### src/rtl/piece_collision_reader_pkg.sv
// Shared definitions for the collision reader and the sprite plotter ROMs:
// FSM encoding, default board size and the 4x4 mask bit ordering.
package piece_collision_reader_pkg;

   typedef enum logic [1:0] {
      ST_IDLE  = 2'd0,
      ST_SCAN  = 2'd1,
      ST_DRAIN = 2'd2,
      ST_DONE  = 2'd3
   } state_t;

   localparam int DEFAULT_BOARD_W = 10;
   localparam int DEFAULT_BOARD_H = 20;

   // Row-major footprint: bit row*4+col, bit 0 is the top-left cell.
   localparam int MASK_ROW_STRIDE = 4;

   function automatic logic [3:0] mask_bit(input logic [1:0] row, input logic [1:0] col);
      return 4'(int'(row) * MASK_ROW_STRIDE + int'(col));
   endfunction

endpackage

### src/rtl/piece_collision_reader_if.sv
// Request/result handshake plus board RAM read port of the collision reader.
interface piece_collision_reader_if #(
   parameter int ADDR_W = 8
);
   logic              Start;
   logic signed [5:0] X;
   logic signed [5:0] Y;
   logic [15:0]       Mask;
   logic [ADDR_W-1:0] RdAddr;
   logic              RdEn;
   logic              RdData;
   logic              Busy;
   logic              Done;
   logic              Collide;

   modport slave (
      input  Start, X, Y, Mask, RdData,
      output RdAddr, RdEn, Busy, Done, Collide
   );

   modport master (
      output Start, X, Y, Mask, RdData,
      input  RdAddr, RdEn, Busy, Done, Collide
   );
endinterface

### src/rtl/piece_cell_addr.sv
// Maps a latched piece origin and cell index k to bounds flags and the
// board RAM address of that cell.
module piece_cell_addr #(
   parameter int BOARD_W = 10,
   parameter int BOARD_H = 20,
   parameter int ADDR_W  = 8
) (
   input  logic signed [5:0]  org_x,
   input  logic signed [5:0]  org_y,
   input  logic [3:0]         k,
   output logic               in_bounds,
   output logic               above_board,
   output logic [ADDR_W-1:0]  addr
);

   localparam logic signed [6:0] WIDTH_S  = 7'(BOARD_W);
   localparam logic signed [6:0] HEIGHT_S = 7'(BOARD_H);

   logic signed [6:0] cell_x;
   logic signed [6:0] cell_y;
   logic              out_of_bounds;

   // Seven bits hold any 6-bit origin plus a 0..3 offset without wrapping.
   assign cell_x = {org_x[5], org_x} + {5'b00000, k[1:0]};
   assign cell_y = {org_y[5], org_y} + {5'b00000, k[3:2]};

   assign out_of_bounds = (cell_x < 7'sd0) || (cell_x >= WIDTH_S) || (cell_y >= HEIGHT_S);
   assign above_board   = !out_of_bounds && (cell_y < 7'sd0);
   assign in_bounds     = !out_of_bounds && !above_board;

   assign addr = in_bounds ? ADDR_W'(int'(cell_y) * BOARD_W + int'(cell_x)) : '0;

endmodule

### src/rtl/piece_collision_reader.sv
// Scans a 4x4 piece footprint from the board RAM and reports overlap or
// off-board placement. COLLIDE_EARLY_EXIT_EN stops at the first collision.
module piece_collision_reader
   import piece_collision_reader_pkg::*;
#(
   parameter int BOARD_W = DEFAULT_BOARD_W,
   parameter int BOARD_H = DEFAULT_BOARD_H,
   parameter int ADDR_W  = 8
) (
   input logic                      Clock,
   input logic                      Reset,
   piece_collision_reader_if.slave  bus
);

`ifdef COLLIDE_EARLY_EXIT_EN
   localparam bit EARLY_EXIT = 1'b1;
`else
   localparam bit EARLY_EXIT = 1'b0;
`endif

   state_t            state;
   logic [3:0]        cell_k;
   logic signed [5:0] org_x;
   logic signed [5:0] org_y;
   logic [15:0]       mask_q;
   logic              hit;
   logic              rd_pending;
   logic              busy_q;
   logic              done_q;
   logic              collide_q;

   logic              cell_in_bounds;
   logic              cell_above;
   logic [ADDR_W-1:0] cell_addr;
   logic              cell_req;
   logic              cell_oob;
   logic              rd_en;
   logic              hit_now;
   logic              hit_next;

   piece_cell_addr #(
      .BOARD_W (BOARD_W),
      .BOARD_H (BOARD_H),
      .ADDR_W  (ADDR_W)
   ) u_cell_addr (
      .org_x       (org_x),
      .org_y       (org_y),
      .k           (cell_k),
      .in_bounds   (cell_in_bounds),
      .above_board (cell_above),
      .addr        (cell_addr)
   );

   assign cell_req = (state == ST_SCAN) && mask_q[mask_bit(cell_k[3:2], cell_k[1:0])];
   assign cell_oob = cell_req && !cell_in_bounds && !cell_above;
   assign rd_en    = cell_req && cell_in_bounds;

   // Read data only counts on the cycle after a real read was issued.
   assign hit_now  = cell_oob || (rd_pending && bus.RdData);
   assign hit_next = hit || hit_now;

   assign bus.RdEn    = rd_en;
   assign bus.RdAddr  = rd_en ? cell_addr : '0;
   assign bus.Busy    = busy_q;
   assign bus.Done    = done_q;
   assign bus.Collide = collide_q;

   always_ff @(posedge Clock) begin
      if (Reset) begin
         state      <= ST_IDLE;
         cell_k     <= 4'd0;
         org_x      <= '0;
         org_y      <= '0;
         mask_q     <= '0;
         hit        <= 1'b0;
         rd_pending <= 1'b0;
         busy_q     <= 1'b0;
         done_q     <= 1'b0;
         collide_q  <= 1'b0;
      end else begin
         done_q     <= 1'b0;
         rd_pending <= rd_en;
         case (state)
            ST_IDLE: begin
               if (bus.Start) begin
                  org_x     <= bus.X;
                  org_y     <= bus.Y;
                  mask_q    <= bus.Mask;
                  cell_k    <= 4'd0;
                  hit       <= 1'b0;
                  collide_q <= 1'b0;
                  busy_q    <= 1'b1;
                  state     <= ST_SCAN;
               end
            end
            ST_SCAN: begin
               hit    <= hit_next;
               cell_k <= cell_k + 4'd1;
               if (EARLY_EXIT && hit_now) begin
                  rd_pending <= 1'b0;
                  done_q     <= 1'b1;
                  collide_q  <= 1'b1;
                  state      <= ST_DONE;
               end else if (cell_k == 4'd15) begin
                  state <= ST_DRAIN;
               end
            end
            ST_DRAIN: begin
               hit       <= hit_next;
               collide_q <= hit_next;
               done_q    <= 1'b1;
               state     <= ST_DONE;
            end
            default: begin
               busy_q <= 1'b0;
               state  <= ST_IDLE;
            end
         endcase
      end
   end

endmodule
### src/flat_wrapper.sv
// flat-port wrapper written by rule: the top's interface ports become plain ports
module piece_collision_reader_flat import piece_collision_reader_pkg::*;
#(
   parameter int BOARD_W = DEFAULT_BOARD_W,
   parameter int BOARD_H = DEFAULT_BOARD_H,
   parameter int ADDR_W  = 8
)
  (Clock, Reset, bus_Start, bus_X, bus_Y, bus_Mask, bus_RdData, bus_RdAddr, bus_RdEn, bus_Busy, bus_Done, bus_Collide);
  piece_collision_reader_if #(.ADDR_W(ADDR_W)) bus_i ();
  input logic Clock;
  input logic Reset;
  input wire logic [$bits(bus_i.Start)-1:0] bus_Start;
  input wire logic [$bits(bus_i.X)-1:0] bus_X;
  input wire logic [$bits(bus_i.Y)-1:0] bus_Y;
  input wire logic [$bits(bus_i.Mask)-1:0] bus_Mask;
  input wire logic [$bits(bus_i.RdData)-1:0] bus_RdData;
  output wire logic [$bits(bus_i.RdAddr)-1:0] bus_RdAddr;
  output wire logic [$bits(bus_i.RdEn)-1:0] bus_RdEn;
  output wire logic [$bits(bus_i.Busy)-1:0] bus_Busy;
  output wire logic [$bits(bus_i.Done)-1:0] bus_Done;
  output wire logic [$bits(bus_i.Collide)-1:0] bus_Collide;
  assign bus_i.Start = bus_Start;
  assign bus_i.X = bus_X;
  assign bus_i.Y = bus_Y;
  assign bus_i.Mask = bus_Mask;
  assign bus_i.RdData = bus_RdData;
  assign bus_RdAddr = bus_i.RdAddr;
  assign bus_RdEn = bus_i.RdEn;
  assign bus_Busy = bus_i.Busy;
  assign bus_Done = bus_i.Done;
  assign bus_Collide = bus_i.Collide;
  piece_collision_reader #(.BOARD_W(BOARD_W), .BOARD_H(BOARD_H), .ADDR_W(ADDR_W)) u_core (.Clock(Clock), .Reset(Reset), .bus(bus_i));
endmodule
### config.mk
export PLATFORM = sky130hd
export DESIGN_NAME = piece_collision_reader_flat
export DESIGN_NICKNAME = d
export VERILOG_FILES = /design/src/rtl/piece_collision_reader_pkg.sv /design/src/rtl/piece_collision_reader_if.sv /design/src/rtl/piece_cell_addr.sv /design/src/rtl/piece_collision_reader.sv /design/src/flat_wrapper.sv
export SDC_FILE = /design/constraint.sdc
export NUM_CORES = 1
export LEC_CHECK = 0
export ABC_CLOCK_PERIOD_IN_PS = 4600
export BUFFER_PORTS_ARGS = -buffer_cell sky130_fd_sc_hd__buf_2
export CORE_MARGIN = 1
export CORE_UTILIZATION = 40
export DETAILED_ROUTE_END_ITERATION = 12
export SLEW_MARGIN = 5
export SYNTH_ARGS = -nofsm -noshare
export SYNTH_HDL_FRONTEND = slang
export SYNTH_SLANG_ARGS = --single-unit
### constraint.sdc
create_clock -name Clock -period 4.6 [get_ports Clock]
set_input_delay 0.46 -clock Clock [delete_from_list [all_inputs] [get_ports Clock]]
set_output_delay 0.46 -clock Clock [all_outputs]
set_load 0.005 [all_outputs]
==> results.txt, run 1 <==
The flow ran to the end, and the final reports show no timing, DRC or antenna violations. The first global-routing pass estimated 9.09 mm of wire. The number of global-route vias before repair is 2046.

The global placement routability congestion is 0.757. When the netlist entered floorplanning its net count stood at 372. Summing all multi-input logic gate instances after layout gives 1670 um2. Hold timing on the final database bottoms out at a slack of 0.401 ns. The average footprint of a synthesized cell is 8.13 um2. Clock latency on the worst-skew pair, taken at its later pin, is 0.29 ns. The post-synthesis instance total came out at 315. Counting tap cells, the placed design contains a total of 415 instances. The slew at the pin closest to its max-slew limit came out at 0.995 ns.

The warning count from the yosys run came out at 0. The fill cell total of the finished layout came out at 617. The total vias in the final route came out at 2206. Sequential elements use 30.5% of the synthesized area.

The total chip power is 1.29 mW. The worst pin sits at a relative slew slack of 33.6%. In this run the standard cell core region covers 6060 um2.

The detailed-route wire length per cell is 12.5 um. The tree is rooted in a sky130_fd_sc_hd__clkbuf_8. The standby leakage power is 1.29 nW. The number of max-capacitance violations reported came out at 0. Global routing used 17.5% of the available tracks across all layers.

The number of setup buffers added after CTS is 0. The half-perimeter wire length after detailed placement is 4.00 mm. Buffers inserted during clock tree synthesis total 5. The number of DRC markers in iteration 0 came out at 53. The worst setup path is launched from a register. The count of flip-flops with a built-in enable after synthesis is 0.

The class of the most critical setup path is register to output pin. In the synthesized netlist the async set-or-reset flop fraction comes to 0%. The clock period minus worst slack came out at 4.28 ns. In the layout the commonest cells are 67 x sky130_fd_sc_hd__nand2_1, 43 x sky130_fd_sc_hd__buf_2, 41 x sky130_fd_sc_hd__a21oi_1, 38 x sky130_fd_sc_hd__dfxtp_1, 21 x sky130_fd_sc_hd__ha_1. The number of placement rows is 28. The die is 82.0 um tall.

The worst hold path was traced through 3 stages. The number of cells on the worst reg-to-reg path is 7. The worst clock skew is 0.00398 ns. In the synthesized netlist the dominant register cell turns out to be sky130_fd_sc_hd__dfxtp_1. The count of cell types in the netlist came out at 49. Timing would allow up to 0.234 GHz. The power density over the cells is 440 nW/um2. For this block, the routed nets add up to 5.29 mm of wire.

The number of H-tree branching levels is 2. The floorplan step defined a die boundary enclosing 6730 um2. The maximum number of pins on one net before global-route repair is 41.

Compared with the post-synthesis result, the final layout area differs by 14.0%. The number of optimization iterations in the first detailed-route pass came out at 4. At the end of the flow, the number of nets in the layout was 404.

The sequential cell area came out at 782 um2. From left edge to right edge, the die measures 82.0 um. The post-layout instance count excluding filler cells is 423. Once the floorplan was initialized, standard cells occupied 42.3% of the core. The largest single stage delay on the critical path is 0.49 ns. The most prevalent standard cell on the critical path is sky130_fd_sc_hd__ha_1. The count of state elements after synthesis came out at 39. Setup violations remaining at the end of the flow were counted as 0. The number of design rule violations left after detail routing is 0. The worst path uses 93.0% of the clock period. Leaving out fill and tap cells, the most frequent cell in the layout is sky130_fd_sc_hd__nand2_1. The slowest cell on the critical path is sky130_fd_sc_hd__fa_1.

STA classifies the critical path endpoint as an output pin. The peak supply drop came out at 0.000218 V. The biggest fanout along the worst timing path is 5.

The total I/O pin count came out at 44. The fraction of final layout cells sized beyond drive strength 1 is 18.1%. At the worst endpoint, the required time is 4.14 ns.

The count of antenna-violating nets left after detailed routing came out at 0. After global routing the overflow that remains totals 0. Port buffering added 43 buffers.

The min-delay analysis places its worst path in the category input port to register. The sum of negative setup slack is 0 ns. The number of antenna cells inserted came out at 0.

For this design, the sink count on the clock tree is 39. The critical path goes through ha_1 -> fa_1 -> nand3_1 -> xnor2_1 -> ha_1 -> fa_1 -> ha_1 -> o21ai_0 -> o21bai_1 -> a21oi_1 -> xor3_1 -> nor2b_1 -> buf_2. The mapped netlist covers 2560 um2.

The arrival time reported for the critical path endpoint is 3.82 ns. TritonCTS built the clock tree. The via density per instance came out at 5.22. Setup repair after global routing left no endpoint under its margin. The number of antenna violations at the first check in global routing is 0. The hold violation count in the final report came out at 0. The number of slew-limit violations in the final report is 0.

The clock transition at the registers of the reported paths came out at 0.07 ns. The number of buffers on the longest clock path is 2.
kinds of logic after synthesis:
kind of cell             after synthesis  synth area share (%)
AO/OA/AOI/OAI                         79                  20.1
XOR/XNOR                              12                  4.69
adder cells (fa/ha/maj)               25                  13.4
buffers and inverters                 28                  4.44
flip-flops                            39                  30.5
multiplexers                           9                  5.03
AND/OR/NAND/NOR                      123                  21.9
worst max-delay path: cells and delay by family (launching register included):
kind                     cells  cell delay (ns)
AND/OR/NAND/NOR              2             0.31
XOR/XNOR                     2             0.56
adder cells (fa/ha/maj)      5             1.80
flip-flops                   1             0.32
buffers and inverters        1             0.11
AO/OA/AOI/OAI                3             0.41
per-layer routing:
metal	wire, um	vias to the layer above	track usage [%]
met4	40	0	3.16
li1	-	1164	-
met5	0	-	0
met1	2690	1001	22.9
met2	2390	36	30.1
met3	164	5	3.22
area by class of cell:
class	count	area share, %
multi-input combinational	248	57.1
sequential	39	26.8
timing repair buffer	45	7.88
tap	75	3.21
clock buffer	6	2.83
clock inverter	2	1.20
inverter	8	1.03
synthesized netlist by cell type, types with 2 or more instances:
cell type / instances / area, um2
sky130_fd_sc_hd__nand2_1: 67 / 251
sky130_fd_sc_hd__a21oi_1: 41 / 205
sky130_fd_sc_hd__dfxtp_1: 39 / 781
sky130_fd_sc_hd__ha_1: 21 / 263
sky130_fd_sc_hd__clkbuf_1: 15 / 56.3
sky130_fd_sc_hd__nor2_1: 15 / 56.3
sky130_fd_sc_hd__nand3_1: 9 / 45.0
sky130_fd_sc_hd__inv_1: 8 / 30.0
sky130_fd_sc_hd__a21o_1: 7 / 52.6
sky130_fd_sc_hd__and2_1: 7 / 43.8
sky130_fd_sc_hd__nor2b_1: 6 / 37.5
sky130_fd_sc_hd__o21ai_0: 6 / 30.0
sky130_fd_sc_hd__xnor2_1: 6 / 52.6
sky130_fd_sc_hd__mux2i_1: 5 / 50.1
sky130_fd_sc_hd__xor2_1: 5 / 43.8
sky130_fd_sc_hd__a211oi_1: 4 / 30.0
sky130_fd_sc_hd__fa_1: 4 / 80.1
sky130_fd_sc_hd__nor3_1: 4 / 20.0
sky130_fd_sc_hd__a32oi_1: 3 / 26.3
sky130_fd_sc_hd__buf_1: 3 / 11.3
sky130_fd_sc_hd__mux4_2: 3 / 67.6
sky130_fd_sc_hd__or3_1: 3 / 18.8
sky130_fd_sc_hd__a221o_1: 2 / 20.0
sky130_fd_sc_hd__a31oi_1: 2 / 12.5
sky130_fd_sc_hd__nand2b_1: 2 / 12.5
sky130_fd_sc_hd__nand4_1: 2 / 12.5
sky130_fd_sc_hd__nor3b_1: 2 / 15.0
sky130_fd_sc_hd__o31ai_1: 2 / 15.0
sky130_fd_sc_hd__or2_2: 2 / 12.5
through the flow:
step,util (%),area [um2],worst slack [ns]
5_1_grt,48.2,2920,0.0437
4_1_cts,48.2,2920,0.200
3_5_place_dp,46.2,2800,0.532
6_report,48.2,2920,0.324
2_1_floorplan,-,2560,0.903
3_3_place_gp,46.2,2800,0.578
sequential cells by signal, summed over array words and instances (netlist names):
signal	cells
u_core.mask_q	16
u_core.org_x	6
u_core.org_y	6
u_core.cell_k	4
u_core.state	2
u_core.bus.Busy	1
u_core.bus.Collide	1
u_core.bus.Done	1
u_core.hit	1
u_core.rd_pending	1
timing repair:
action | in CTS | in global routing
hold buffers | 0 | 0
hold endpoints to repair | 0 | 0
setup endpoints to repair | 0 | 1
gates resized for setup | 0 | 1
final timing paths:
| kind | startpoint | end | slack, ns |
|---|---|---|---|
| setup / recovery | u_core.org_y[0] | bus_RdAddr[7] | 0.32 |
| hold / removal | bus_Mask[7] | u_core.mask_q[7] | 0.40 |
| setup reg to reg | u_core.cell_k[0] | u_core.rd_pending | 2.00 |
| hold reg to reg | u_core.mask_q[9] | u_core.mask_q[9] | 0.45 |
where the power goes:
group | leakage [nW] | switching (mW) | total [mW] | internal, mW
Clock | 0.0612 | 0.116 | 0.292 | 0.175
Sequential | 0.320 | 0.0557 | 0.457 | 0.401
Combinational | 0.913 | 0.312 | 0.537 | 0.225
Total | 1.29 | 0.484 | 1.29 | 0.802
(Power assumes the default switching activity.)
==> run 2, diff against run 1 <==
==> constraint.sdc (replaced) <==
create_clock -name Clock -period 4.6 [get_ports Clock]
set_input_delay 0.46 -clock Clock [delete_from_list [all_inputs] [get_ports Clock]]
set_output_delay 0.46 -clock Clock [all_outputs]
set_load 0.02 [all_outputs]
==> results.txt, run 2 (synthesized netlist as in run 1, its figures left out) <==
The first-pass GRT wire length is 9.05 mm. The sum of negative setup slack is 0 ns. The multi-input logic area came out at 1670 um2. The maximum clock frequency is 0.229 GHz. Traced cell by cell, the critical path runs through ha_1 -> fa_1 -> nand3_1 -> xnor2_1 -> ha_1 -> fa_1 -> ha_1 -> o21ai_0 -> o21bai_1 -> a21oi_1 -> xor3_1 -> nor2b_1 -> buf_2.

The die span in y came out at 82.0 um. The clock sink total came out at 39. Counting both buffers and inverters, the worst setup path holds a total of 1. The hold violation count in the final report came out at 0. The slowest cell on the critical path is sky130_fd_sc_hd__fa_1.

The first TritonRoute pass finished after 4 iterations. The detailed-route wire length per cell is 12.8 um. The fraction of final layout cells sized beyond drive strength 1 is 17.5%. The total I/O pin count is 44. In this run the worst path has a maximum fanout of 5. The number of design rule violations left after detail routing came out at 0.

The maximum single-stage delay on the critical path is 0.49 ns. The most prevalent standard cell on the critical path is sky130_fd_sc_hd__ha_1. The via density per instance is 5.15.

The register with the most flip-flops is u_core.mask_q. The register with the most flip-flops in the layout has 16 of them. In the layout the commonest cells are 67 x sky130_fd_sc_hd__nand2_1, 43 x sky130_fd_sc_hd__buf_2, 41 x sky130_fd_sc_hd__a21oi_1, 38 x sky130_fd_sc_hd__dfxtp_1, 21 x sky130_fd_sc_hd__ha_1.

Of the total power, combinational logic draws 44.7%. The part of the total power dissipated in sequential elements is 37.1%. The die covers 6730 um2.

After clock tree synthesis, the clock-pin slew on the worst setup and hold paths is 0.08 ns. The clock network burns 18.2% of the power. The period utilization is 94.8%. The worst setup path is captured at an output pin.

Entering global routing, the biggest net connects 41 pins. CTS built an H-tree with a depth of 2. The number of global-route vias before repair is 1968. In this run the power density over the cells is 427 nW/um2. The count of hold-fix buffers inserted at cts is 0. STA classifies the critical path startpoint as a register. The internal power of the cells is 733 uW. The count of antenna-violating nets left after detailed routing came out at 0. The total net switching power came out at 499 uW.

The startpoint identified for the worst register-to-register timing path is u_core.cell_k[0]. Leaving out fill and tap cells, the most frequent cell in the layout is sky130_fd_sc_hd__nand2_1. For the pin with the worst max-slew slack, the measured transition is 1.02 ns. In this run the core area contains 28 standard-cell rows. The peak supply drop came out at 0.000176 V. The final routed wirelength across all metal layers is 5.42 mm. The total track usage came out at 17.5%. In this run the worst setup path begins at u_core.org_y[0].

The number of buffers on the longest clock path is 2. The core area came out at 6060 um2. The required time of the worst setup path is 4.14 ns.

The number of antenna diodes in the final layout is 0. The sequential cell area is 782 um2. In the final design database the tool counted 404 nets. The clock period minus worst slack is 4.36 ns. Global routing finished with a remaining overflow of 0. The initial core utilization is 42.3%. Net switching is 40.5% of the power. The startpoint identified for the worst hold timing path is bus_Y[4]. The half-perimeter wire length after detailed placement is 4.05 mm. The global placement routability congestion is 0.758. The standby leakage power is 1.27 nW.

The relative slew slack came out at 32.0%. Total power for the finished layout comes to 1.23 mW. The count of buffers added on input and output ports is 43.

The total vias in the final route came out at 2180. The layout overhead on the synthesized area is 12.6%. The first routing iteration left 60 violations.

The largest registers in the layout are u_core.mask_q: 16 flops, u_core.org_x: 6 flops, u_core.org_y: 6 flops. Buffers inserted during clock tree synthesis total 5. The setup path with the least slack is of type register to output pin.

The arrival time reported for the critical path endpoint is 3.90 ns. Clock tree synthesis selected as its root buffer the cell sky130_fd_sc_hd__clkbuf_8. Across the routed clock network, the largest skew measured is 0.00846 ns. The flow ran to the end, and the final reports show no timing, DRC or antenna violations. The source-to-sink clock delay at the later pin of the worst-skew pair came out at 0.29 ns.

The min-delay analysis places its worst path in the category input port to register. Setup repair after global routing left no endpoint under its margin. The total of cells resized after clock tree synthesis is 0. The CTS tree is done. The die outline width is 82.0 um.

The fill cell total of the finished layout came out at 643. The number of setup buffers added after CTS is 0. The number of antenna violations at the first check in global routing came to 0. Setup violations remaining at the end of the flow were counted as 0. Broken down by cell family, the worst path's largest delay share belongs to adder cells. The number of slew-limit violations in the final report is 0.

The number of max-capacitance violations reported is 0.
## run 2: worst register-to-register path, cell delays in order, from the launching register on
cell and delay (ns):
sky130_fd_sc_hd__dfxtp_1 0.34, sky130_fd_sc_hd__ha_1 0.23, sky130_fd_sc_hd__fa_1 0.45, sky130_fd_sc_hd__xor2_1 0.21
sky130_fd_sc_hd__or2_2 0.30, sky130_fd_sc_hd__a221o_1 0.35, sky130_fd_sc_hd__a2111oi_4 0.46, sky130_fd_sc_hd__nor2b_1 0.19
## run 2: final timing paths
| kind | end | slack (ns) | depth (start not counted) |
|---|---|---|---|
| max | bus_RdAddr[7] | 0.24 | 13 |
| min | u_core.org_y[4] | 0.39 | 3 |
| max reg2reg | u_core.rd_pending | 2.02 | 7 |
| min reg2reg | u_core.mask_q[6] | 0.45 | 2 |
## run 2: per-layer routing
layer	track usage, %	vias up	part of all wire, %
met5	0	-	0
met4	4.21	0	0.89
met3	3.44	5	3.4
met2	28.7	34	44
met1	23.5	974	52
li1	-	1167	-
## run 2: through the flow
step                      hold WS (ns)  setup slack (ns)  cells  cell area (um2)  util (%)
after floorplan                  0.433             0.711    315             2560         -
after global placement           0.442             0.527    415             2800      46.2
after detailed placement         0.446             0.475    415             2800      46.2
after CTS                        0.389             0.137    423             2880      47.6
after global routing             0.399            0.0296    423             2890      47.6
final                            0.393             0.239    423             2890      47.6
## run 2: power groups by stage
stage / Combinational [mW] / Sequential, mW / Clock (mW)
detailed placement: 0.558 / 0.466 / 0
global route: 0.629 / 0.467 / 0.246
global placement: 0.553 / 0.463 / 0
finish: 0.551 / 0.458 / 0.224
floorplan: 0.456 / 0.446 / 0
CTS: 0.562 / 0.458 / 0.231
## run 2: cell type report
| cell class | count | area share, % |
|---|---|---|
| Clock buffer | 7 | 2.65 |
| Clock inverter | 1 | 0.173 |
| Inverter | 8 | 1.04 |
| Multi-Input combinational cell | 248 | 57.8 |
| Sequential cell | 39 | 27.1 |
| Tap cell | 75 | 3.25 |
| Timing Repair Buffer | 45 | 7.98 |
